<file path="src/rtl/bp_resolve_queue.sv">
// In-order branch prediction tracking queue between IF and EX: records predictions at fetch,
// checks them at resolve, drives bp updates and IF redirects. Optional counters: BP_RESOLVE_STATS_EN.
module bp_resolve_queue #(
  parameter int s_depth = 3
) (
  input  logic               clk,
  input  logic               rst,
  input  logic               f_valid,
  output logic               f_ready,
  input  logic [31:0]        f_pc,
  input  logic               f_taken_pred,
  input  logic [31:0]        f_addr_pred,
  input  logic               ex_valid,
  input  logic               ex_is_br,
  input  logic [31:0]        ex_pc,
  input  logic               ex_taken,
  input  logic [31:0]        ex_target,
  input  logic               flush,
  output logic               w_br_op,
  output logic [31:0]        w_pc,
  output logic [31:0]        w_dest,
  output logic               w_taken,
  output logic               redirect,
  output logic [31:0]        redirect_pc,
  output logic [s_depth:0]   count,
  output logic               err,
  output logic [31:0]        stat_br,
  output logic [31:0]        stat_miss
);

  localparam int depth = 1 << s_depth;
  localparam logic [s_depth:0]   full_count = (s_depth + 1)'(depth);
  localparam logic [s_depth:0]   count_one  = (s_depth + 1)'(1);
  localparam logic [s_depth-1:0] ptr_one    = s_depth'(1);

  logic [31:0] pc_mem [depth];
  logic        tp_mem [depth];
  logic [31:0] ap_mem [depth];

  logic [s_depth-1:0] head_reg, tail_reg;
  logic [s_depth:0]   count_reg, count_next;
  logic               err_reg;
  logic               w_br_op_reg, w_taken_reg, redirect_reg;
  logic [31:0]        w_pc_reg, w_dest_reg, redirect_pc_reg;

  logic        push_ok, pop, mispredict, clear;
  logic [31:0] head_pc, head_ap, head_pc4, pred_next, act_next;
  logic        head_tp;

  assign f_ready = (count_reg != full_count);
  assign count   = count_reg;
  assign push_ok = f_valid & f_ready;
  assign pop     = ex_valid & (count_reg != '0);

  assign head_pc    = pc_mem[head_reg];
  assign head_tp    = tp_mem[head_reg];
  assign head_ap    = ap_mem[head_reg];
  assign head_pc4   = head_pc + 32'd4;
  assign pred_next  = head_tp ? head_ap : head_pc4;
  assign act_next   = (ex_is_br & ex_taken) ? ex_target : head_pc4;
  assign mispredict = pop & (pred_next != act_next);
  // A mispredict or external flush throws away everything younger, including a same-cycle push.
  assign clear      = mispredict | flush;

  always_comb begin
    count_next = count_reg;
    if (push_ok & ~pop)
      count_next = count_reg + count_one;
    else if (pop & ~push_ok)
      count_next = count_reg - count_one;
  end

  // Entry storage carries no reset; contents are only meaningful between tail and head.
  always_ff @(posedge clk) begin
    if (push_ok & ~clear) begin
      pc_mem[tail_reg] <= f_pc;
      tp_mem[tail_reg] <= f_taken_pred;
      ap_mem[tail_reg] <= f_addr_pred;
    end
  end

  always_ff @(posedge clk) begin
    if (rst) begin
      head_reg        <= '0;
      tail_reg        <= '0;
      count_reg       <= '0;
      err_reg         <= 1'b0;
      w_br_op_reg     <= 1'b0;
      w_pc_reg        <= '0;
      w_dest_reg      <= '0;
      w_taken_reg     <= 1'b0;
      redirect_reg    <= 1'b0;
      redirect_pc_reg <= '0;
    end else begin
      if (clear) begin
        head_reg  <= '0;
        tail_reg  <= '0;
        count_reg <= '0;
      end else begin
        if (push_ok) tail_reg <= tail_reg + ptr_one;
        if (pop)     head_reg <= head_reg + ptr_one;
        count_reg <= count_next;
      end

      if ((ex_valid & (count_reg == '0)) | (pop & (ex_pc != head_pc)))
        err_reg <= 1'b1;

      w_br_op_reg <= pop & ex_is_br;
      if (pop) begin
        w_pc_reg    <= head_pc;
        w_dest_reg  <= ex_target;
        w_taken_reg <= ex_taken;
      end

      redirect_reg <= mispredict & ~flush;
      if (mispredict & ~flush)
        redirect_pc_reg <= act_next;
    end
  end

  assign w_br_op     = w_br_op_reg;
  assign w_pc        = w_pc_reg;
  assign w_dest      = w_dest_reg;
  assign w_taken     = w_taken_reg;
  assign redirect    = redirect_reg;
  assign redirect_pc = redirect_pc_reg;
  assign err         = err_reg;

`ifdef BP_RESOLVE_STATS_EN
  logic [31:0] stat_br_reg, stat_miss_reg;

  // Both counters saturate rather than wrap; miss counts even when flush hid the redirect.
  always_ff @(posedge clk) begin
    if (rst) begin
      stat_br_reg   <= '0;
      stat_miss_reg <= '0;
    end else begin
      if (pop & ex_is_br & (stat_br_reg != '1))
        stat_br_reg <= stat_br_reg + 32'd1;
      if (mispredict & (stat_miss_reg != '1))
        stat_miss_reg <= stat_miss_reg + 32'd1;
    end
  end

  assign stat_br   = stat_br_reg;
  assign stat_miss = stat_miss_reg;
`else
  assign stat_br   = '0;
  assign stat_miss = '0;
`endif

endmodule

</file>
<file path="config.mk">
export PLATFORM = sky130hd
export DESIGN_NAME = bp_resolve_queue
export DESIGN_NICKNAME = d
export VERILOG_FILES = /design/src/rtl/bp_resolve_queue.sv
export SDC_FILE = /design/constraint.sdc
export NUM_CORES = 1
export LEC_CHECK = 0
export CAP_MARGIN = 20
export CELL_PAD_IN_SITES_DETAIL_PLACEMENT = 0
export CELL_PAD_IN_SITES_GLOBAL_PLACEMENT = 2
export CORE_MARGIN = 8
export CORE_UTILIZATION = 41
export CTS_CLUSTER_DIAMETER = 200
export DETAILED_ROUTE_END_ITERATION = 8
export PLACE_DENSITY_LB_ADDON = 0.1
export SETUP_SLACK_MARGIN = 0.3
export SYNTH_ARGS = -nofsm -noshare
export SYNTH_HDL_FRONTEND = slang
export SYNTH_SLANG_ARGS = --single-unit
</file>
<file path="constraint.sdc">
create_clock -name clk -period 12.89 [get_ports clk]
set_input_delay 2.578 -clock clk [delete_from_list [all_inputs] [get_ports clk]]
set_output_delay 2.578 -clock clk [all_outputs]
set_load 0.005 [all_outputs]
</file>
==> impl_metrics.py, run 1 <==
metrics = {
    "status": {
        "status": "complete, no violations",
    },
    "drt": {
        "drtIter0Drc": 1231,
        "vias": 16600,
        "wl_per_cell_um": 27.4,
        "viasPerCell": 5.52,
        "routed_wl_um": 82100,
        "firstDrtPassIters": 7,
        "drc": 0,
        "postRouteAntennaNets": 0,
    },
    "grt": {
        "grt_max_degree": 101,
        "grt_pass1_vias": 16900,
        "grt_use_total_pct": 20.9,
        "antenna_found_initial": 6,
        "grt_overflow": 0,
        "grt_pass1_wl_um": 119000,
    },
    "yosys": {
        "ys_async_sr_fraction_pct": 0,
        "ys.flop_type": "edfxtp_1",
        "ys_top_cells_by_count": "520 x edfxtp_1, 137 x nand2_1, 113 x dfxtp_1",
        "synth-edff-count": 520,
        "synth_largest_area_cell": "edfxtp_1",
        "synth-seq-cells": 633,
        "syn_area_per_cell_um2": 15.3,
        "synth_cells": 1817,
        "synth_cell_types": 89,
        "synth_top_area_share_pct": 56.0,
        "yosysMostFrequentCell": "edfxtp_1",
        "ys.warnings.count": 0,
        "syn-cell-area_um2": 27900,
        "synth_area_leaders": "edfxtp_1 56%, mux4_2 8.7%, dfxtp_1 8.1%",
        "synth.yosys.seq_area_share_pct": 64.1,
    },
    "sta": {
        "worst_pin_slew_ns": 1.12,
        "slew_headroom_pct": 23.5,
        "fin_worst_skew_ns": 0.0255,
        "finalCritPeriodShare_pct": 65.1,
        "setup_viol": 0,
        "rsz0062_at_grt": "no",
        "finalHoldViolations": 0,
        "final.setup.tns_ns": 0,
        "holdWs_ns": 0.454,
        "fmax_mhz": 119,
        "post-route-min-period_ns": 8.39,
        "slew_violations": 0,
    },
    "power_and_ir_drop": {
        "total_leakage_power_nw": 10.5,
        "p_per_area_nw_per_um2": 156,
        "peakVddDrop_mv": 0.111,
    },
    "place": {
        "gp_congestion": 0.932,
        "port_buffers": 240,
        "dp_hpwl_um": 56300,
    },
    "clock_tree": {
        "cts-resized-gates": 0,
        "cts_hold_buf": 0,
        "cts_tree": "done",
        "cts.sinks": 633,
        "clockBufferDepth": 3,
        "clk_pin_slew_worst_paths_ns": 0.05,
        "cts_root_buf": "clkbuf_16",
        "htree_levels": 3,
        "clkLatencyLatePin_ns": 0.61,
        "postCtsSetupBuffers": 0,
        "cts_buffers": 70,
    },
    "critical_path": {
        "critPathLaunchType": "flop",
        "crit_family": "simple AND/OR/NAND/NOR gates",
        "cp_max_fo": 53,
        "cp.required_ns": 13.11,
        "path_depth": 15,
        "crit_buf_inv": 4,
        "max_stage_delay_ns": 0.83,
        "cp_cell_sequence": "buf_4, buf_4, mux4_1, mux2i_1, nor4_1, nand4_1, a2111oi_0, or3b_1, a31oi_1, a41oi_1, nor4_4, nor2_2, buf_4, nor3_4, buf_4",
        "rr_worst_depth": 15,
        "critical_path_class": "reg2reg",
        "cpMaxStageDelayCell": "a2111oi_0",
        "cp_common_cell": "buf_4",
        "endpoint_kind": "flop",
        "arrival_ns": 8.61,
    },
    "cells_and_area": {
        "top_regs": "ap_mem (256), pc_mem (256)",
        "nets": 2221,
        "area_delta_synth_final_pct": 19.5,
        "drive_above_1_share_pct": 16.4,
    },
    "run": {
        "drv_cap": 0,
    },
    "floorplan": {
        "die_height_um": 277,
        "die_area_um2": 76600,
        "start_util_pct": 41.4,
        "fp.dieW_um": 277,
        "rows": 95,
        "core_um2": 67300,
        "io_pins": 305,
    },
    "hold_path": {
        "min_path_type": "reg2reg",
        "hold_depth": 2,
    },
}
==> path summary, 6_finish.rpt <==
check,start,to,slack [ns]
setup / recovery,flop,ap_mem[5][22],4.50
hold / removal,w_dest[11],w_dest[11],0.45
setup reg to reg,flop,ap_mem[5][22],4.50
hold reg to reg,w_dest[11],w_dest[11],0.45
==> cells in the final DEF (no fill, tap or decap), types with 60 or more instances in the layout <==
cell and count:
mux2i_1 73, a21oi_1 60, mux4_2 108, edfxtp_1 520
nand2_1 136, clkbuf_16 73, xnor2_1 73, nor2_1 96
dfxtp_1 110, conb_1 64, clkdlybuf4s50_1 239
==> per-layer routing <==
layer	part of all wire [%]	routed length, µm	track usage, %	vias up
li1	-	-	-	7480
met1	44	36300	28.1	8477
met2	48	39800	34.5	494
met3	4.6	3770	3.87	120
met4	2.7	2230	6.06	0
met5	0	0	0	-
==> final cells by class <==
type	instances	area [µm²]
repair buffers	291	2840
clock inverters	26	293
multi-input cells	1074	9240
fillers	5783	34000
inverters	8	30.0
diodes	2	5.00
well taps	873	1090
clock buffers	94	1930
flip-flops and latches	633	17900
==> worst min-delay path, cell delays in order (launching register included) <==
cell and delay (ns):
dfxtp_1 0.30, nand2_1 0.05, a21oi_1 0.05
==> stage by stage <==
stage	area [µm²]	instances	util (%)	setup WS [ns]	power [mW]
global placement	31000	2874	46.1	4.06	3.31
finish	33300	3001	49.5	4.50	5.20
global route	33300	3001	49.5	3.90	5.40
CTS	33300	2996	49.4	4.38	5.26
floorplan	28100	1880	-	0.960	2.91
detailed placement	31000	2876	46.1	4.41	3.31
==> power by group <==
part           total (mW)  switching, mW  internal [mW]
clock                1.93          0.799           1.13
sequential           2.36         0.0539           2.30
combinational       0.912          0.520          0.392
total                5.20           1.37           3.83
==> cells by family (layout without fill, tap and decap cells) <==
group / count (synthesis) / count (layout) / synth area share, %
AO/OA/AOI/OAI: 233 / 233 / 5.99
XOR/XNOR: 120 / 120 / 3.92
other: 1 / 66 / 0.0135
flip-flops: 633 / 633 / 64.1
buffers and inverters: 173 / 419 / 3.87
multiplexers: 227 / 227 / 14.1
adder cells (fa/ha/maj): 7 / 7 / 0.341
AND/OR/NAND/NOR: 423 / 423 / 7.68
Note: power is estimated with default switching activity, not from simulation.
==> run 2, diff against run 1 <==
- CORE_UTILIZATION: 41 -> 37
- clock period: 12.89 -> 7.1 ns (I/O delays scaled with it)
==> run 2 against run 1 <==
  * Core utilization decreased by 3.3 points
  * Die area increased by 10%
  * Cell count increased by 5.0%
  * Count of clock-buffer cells in the layout decreased by 9
  * Largest power group unchanged
  * Highest routed layer unchanged
==> impl_metrics.py, run 2 (synthesized netlist as in run 1, its figures left out) <==
metrics = {
    "sta": {
        "slew_headroom_pct": 15.8,
        "finalHoldViolations": 0,
        "setup_slack_ns": 0.590,
        "holdWs_ns": 0.452,
        "post-route-min-period_ns": 6.51,
        "finalCritPeriodShare_pct": 91.7,
        "final.setup.tns_ns": 0,
        "slew_violations": 0,
        "rsz0062_at_grt": "no",
        "fmax_mhz": 154,
        "worst_pin_slew_ns": 1.25,
        "fin_worst_skew_ns": 0.0365,
        "setup_viol": 0,
    },
    "drt": {
        "wl_per_cell_um": 28.2,
        "postRouteAntennaNets": 0,
        "vias": 17000,
        "routed_wl_um": 89000,
        "drtIter0Drc": 1205,
        "viasPerCell": 5.40,
        "firstDrtPassIters": 5,
        "drc": 0,
    },
    "power_and_ir_drop": {
        "peakVddDrop_mv": 0.181,
        "power_mw": 9.77,
        "total_leakage_power_nw": 10.9,
        "p_per_area_nw_per_um2": 283,
    },
    "grt": {
        "top_usage_layer": "met2",
        "grt_pass1_vias": 17400,
        "grt_max_degree": 62,
        "grt_use_total_pct": 20.6,
        "grt_overflow": 0,
        "use_met2_pct": 33.6,
        "grt_pass1_wl_um": 128000,
        "grtUsageMet3_pct": 3.39,
        "antenna_found_initial": 1,
        "use_met1_pct": 28.3,
    },
    "hold_path": {
        "min_delay_worst_endpoint": "w_dest[4]",
        "min_path_type": "reg2reg",
        "hold_start": "w_dest[4]",
        "hold_depth": 2,
    },
    "critical_path": {
        "cp_max_fo": 35,
        "rr_endpoint": "ap_mem[7][6]",
        "arrival_ns": 6.83,
        "regToRegSetupSlack_ns": 0.59,
        "endpoint_kind": "flop",
        "critical_path_class": "reg2reg",
        "rr_worst_depth": 16,
        "critPathLaunchType": "flop",
        "cp.required_ns": 7.42,
    },
    "cells_and_area": {
        "top_regs": "ap_mem (256), pc_mem (256)",
        "fin_util_pct": 46.2,
        "nets": 2269,
        "drive_above_1_share_pct": 18.8,
        "fillerInstances": 6556,
        "final_cell_mix": "520 x edfxtp_1, 239 x clkdlybuf4s50_1, 136 x nand2_1",
        "area_delta_synth_final_pct": 23.6,
        "final_common_cell": "edfxtp_1",
    },
    "place": {
        "port_buffers": 240,
        "gp_congestion": 0.893,
        "dp_hpwl_um": 64300,
        "place_ws_ns": 0.579,
    },
    "clock_tree": {
        "postCtsSetupBuffers": 0,
        "cts_root_buf": "clkbuf_16",
        "cts.sinks": 633,
        "cts_hold_buf": 0,
        "htree_levels": 3,
        "cts_tree": "done",
        "cts_buffers": 71,
        "clockBufferDepth": 3,
        "clk_pin_slew_worst_paths_ns": 0.06,
        "cts-resized-gates": 0,
        "clkLatencyLatePin_ns": 0.63,
    },
    "status": {
        "status": "complete, no violations",
    },
    "floorplan": {
        "die_height_um": 290,
        "fp.dieW_um": 290,
        "rows": 100,
        "start_util_pct": 37.4,
        "io_pins": 305,
        "die_area_um2": 84400,
        "core_um2": 74600,
    },
    "run": {
        "drv_cap": 0,
    },
}
run 2: cell types whose count changed in the layout (fill, tap and decap cells not counted), sizes merged:
cell,delta
buf,+47
bufinv,+5
clkbuf,-9
clkinv,+9
clkinvlp,-1
diode,-1
inv,+4
run 2: area by class of cell:
type	count	area, µm²	share of cell area, %
antenna	1	2.50	0.00726
clock buffer	85	1890	5.48
clock inverter	43	492	1.43
inverter	8	31.3	0.0907
multi-input combinational	1074	9310	27.0
sequential	633	17900	51.9
tap	969	1210	3.52
timing repair buffer	338	3640	10.6
run 2: per-layer routing:
layer | share of wire (%) | vias to the layer above
met5 | 0 | -
met2 | 47 | 618
met3 | 5.1 | 137
met4 | 3.0 | 0
li1 | - | 7601
met1 | 45 | 8662
run 2: per-stage QoR:
stage          area [µm²]  instances
2_1_floorplan       28300       1880
3_3_place_gp        32100       3020
3_5_place_dp        32100       3021
4_1_cts             34500       3149
5_1_grt             34500       3150
6_report            34500       3151
run 2: power by group:
part           internal, mW  switching (mW)  total [mW]
clock                  2.24            1.51        3.75
combinational         0.748           0.993        1.74
sequential             4.18          0.0943        4.28
run 2: critical path, cell delays in order (launching register included):
cell and delay (ns):
dfxtp_4 0.62, buf_4 0.58, mux4_1 0.32, mux2i_2 0.12, or4_1 0.78, or4_4 0.68
or4b_1 0.60, a31oi_1 0.36, xnor2_1 0.14, o21ai_0 0.26, o2111ai_1 0.24, nor4_4 0.26
buf_4 0.19, nor2_4 0.16, nor4_4 0.36, buf_12 0.26, buf_12 0.18
run 2: how the worst max path moves through the flow:
stage	startpoint	to	slack [ns]
floorplan	flop	ap_mem[1][0]	-0.26
global placement	flop	pc_mem[7][22]	0.64
detailed placement	flop	ap_mem[7][4]	0.58
CTS	flop	pc_mem[7][5]	0.56
global route	flop	ap_mem[7][6]	0.35
finish	flop	ap_mem[7][6]	0.59
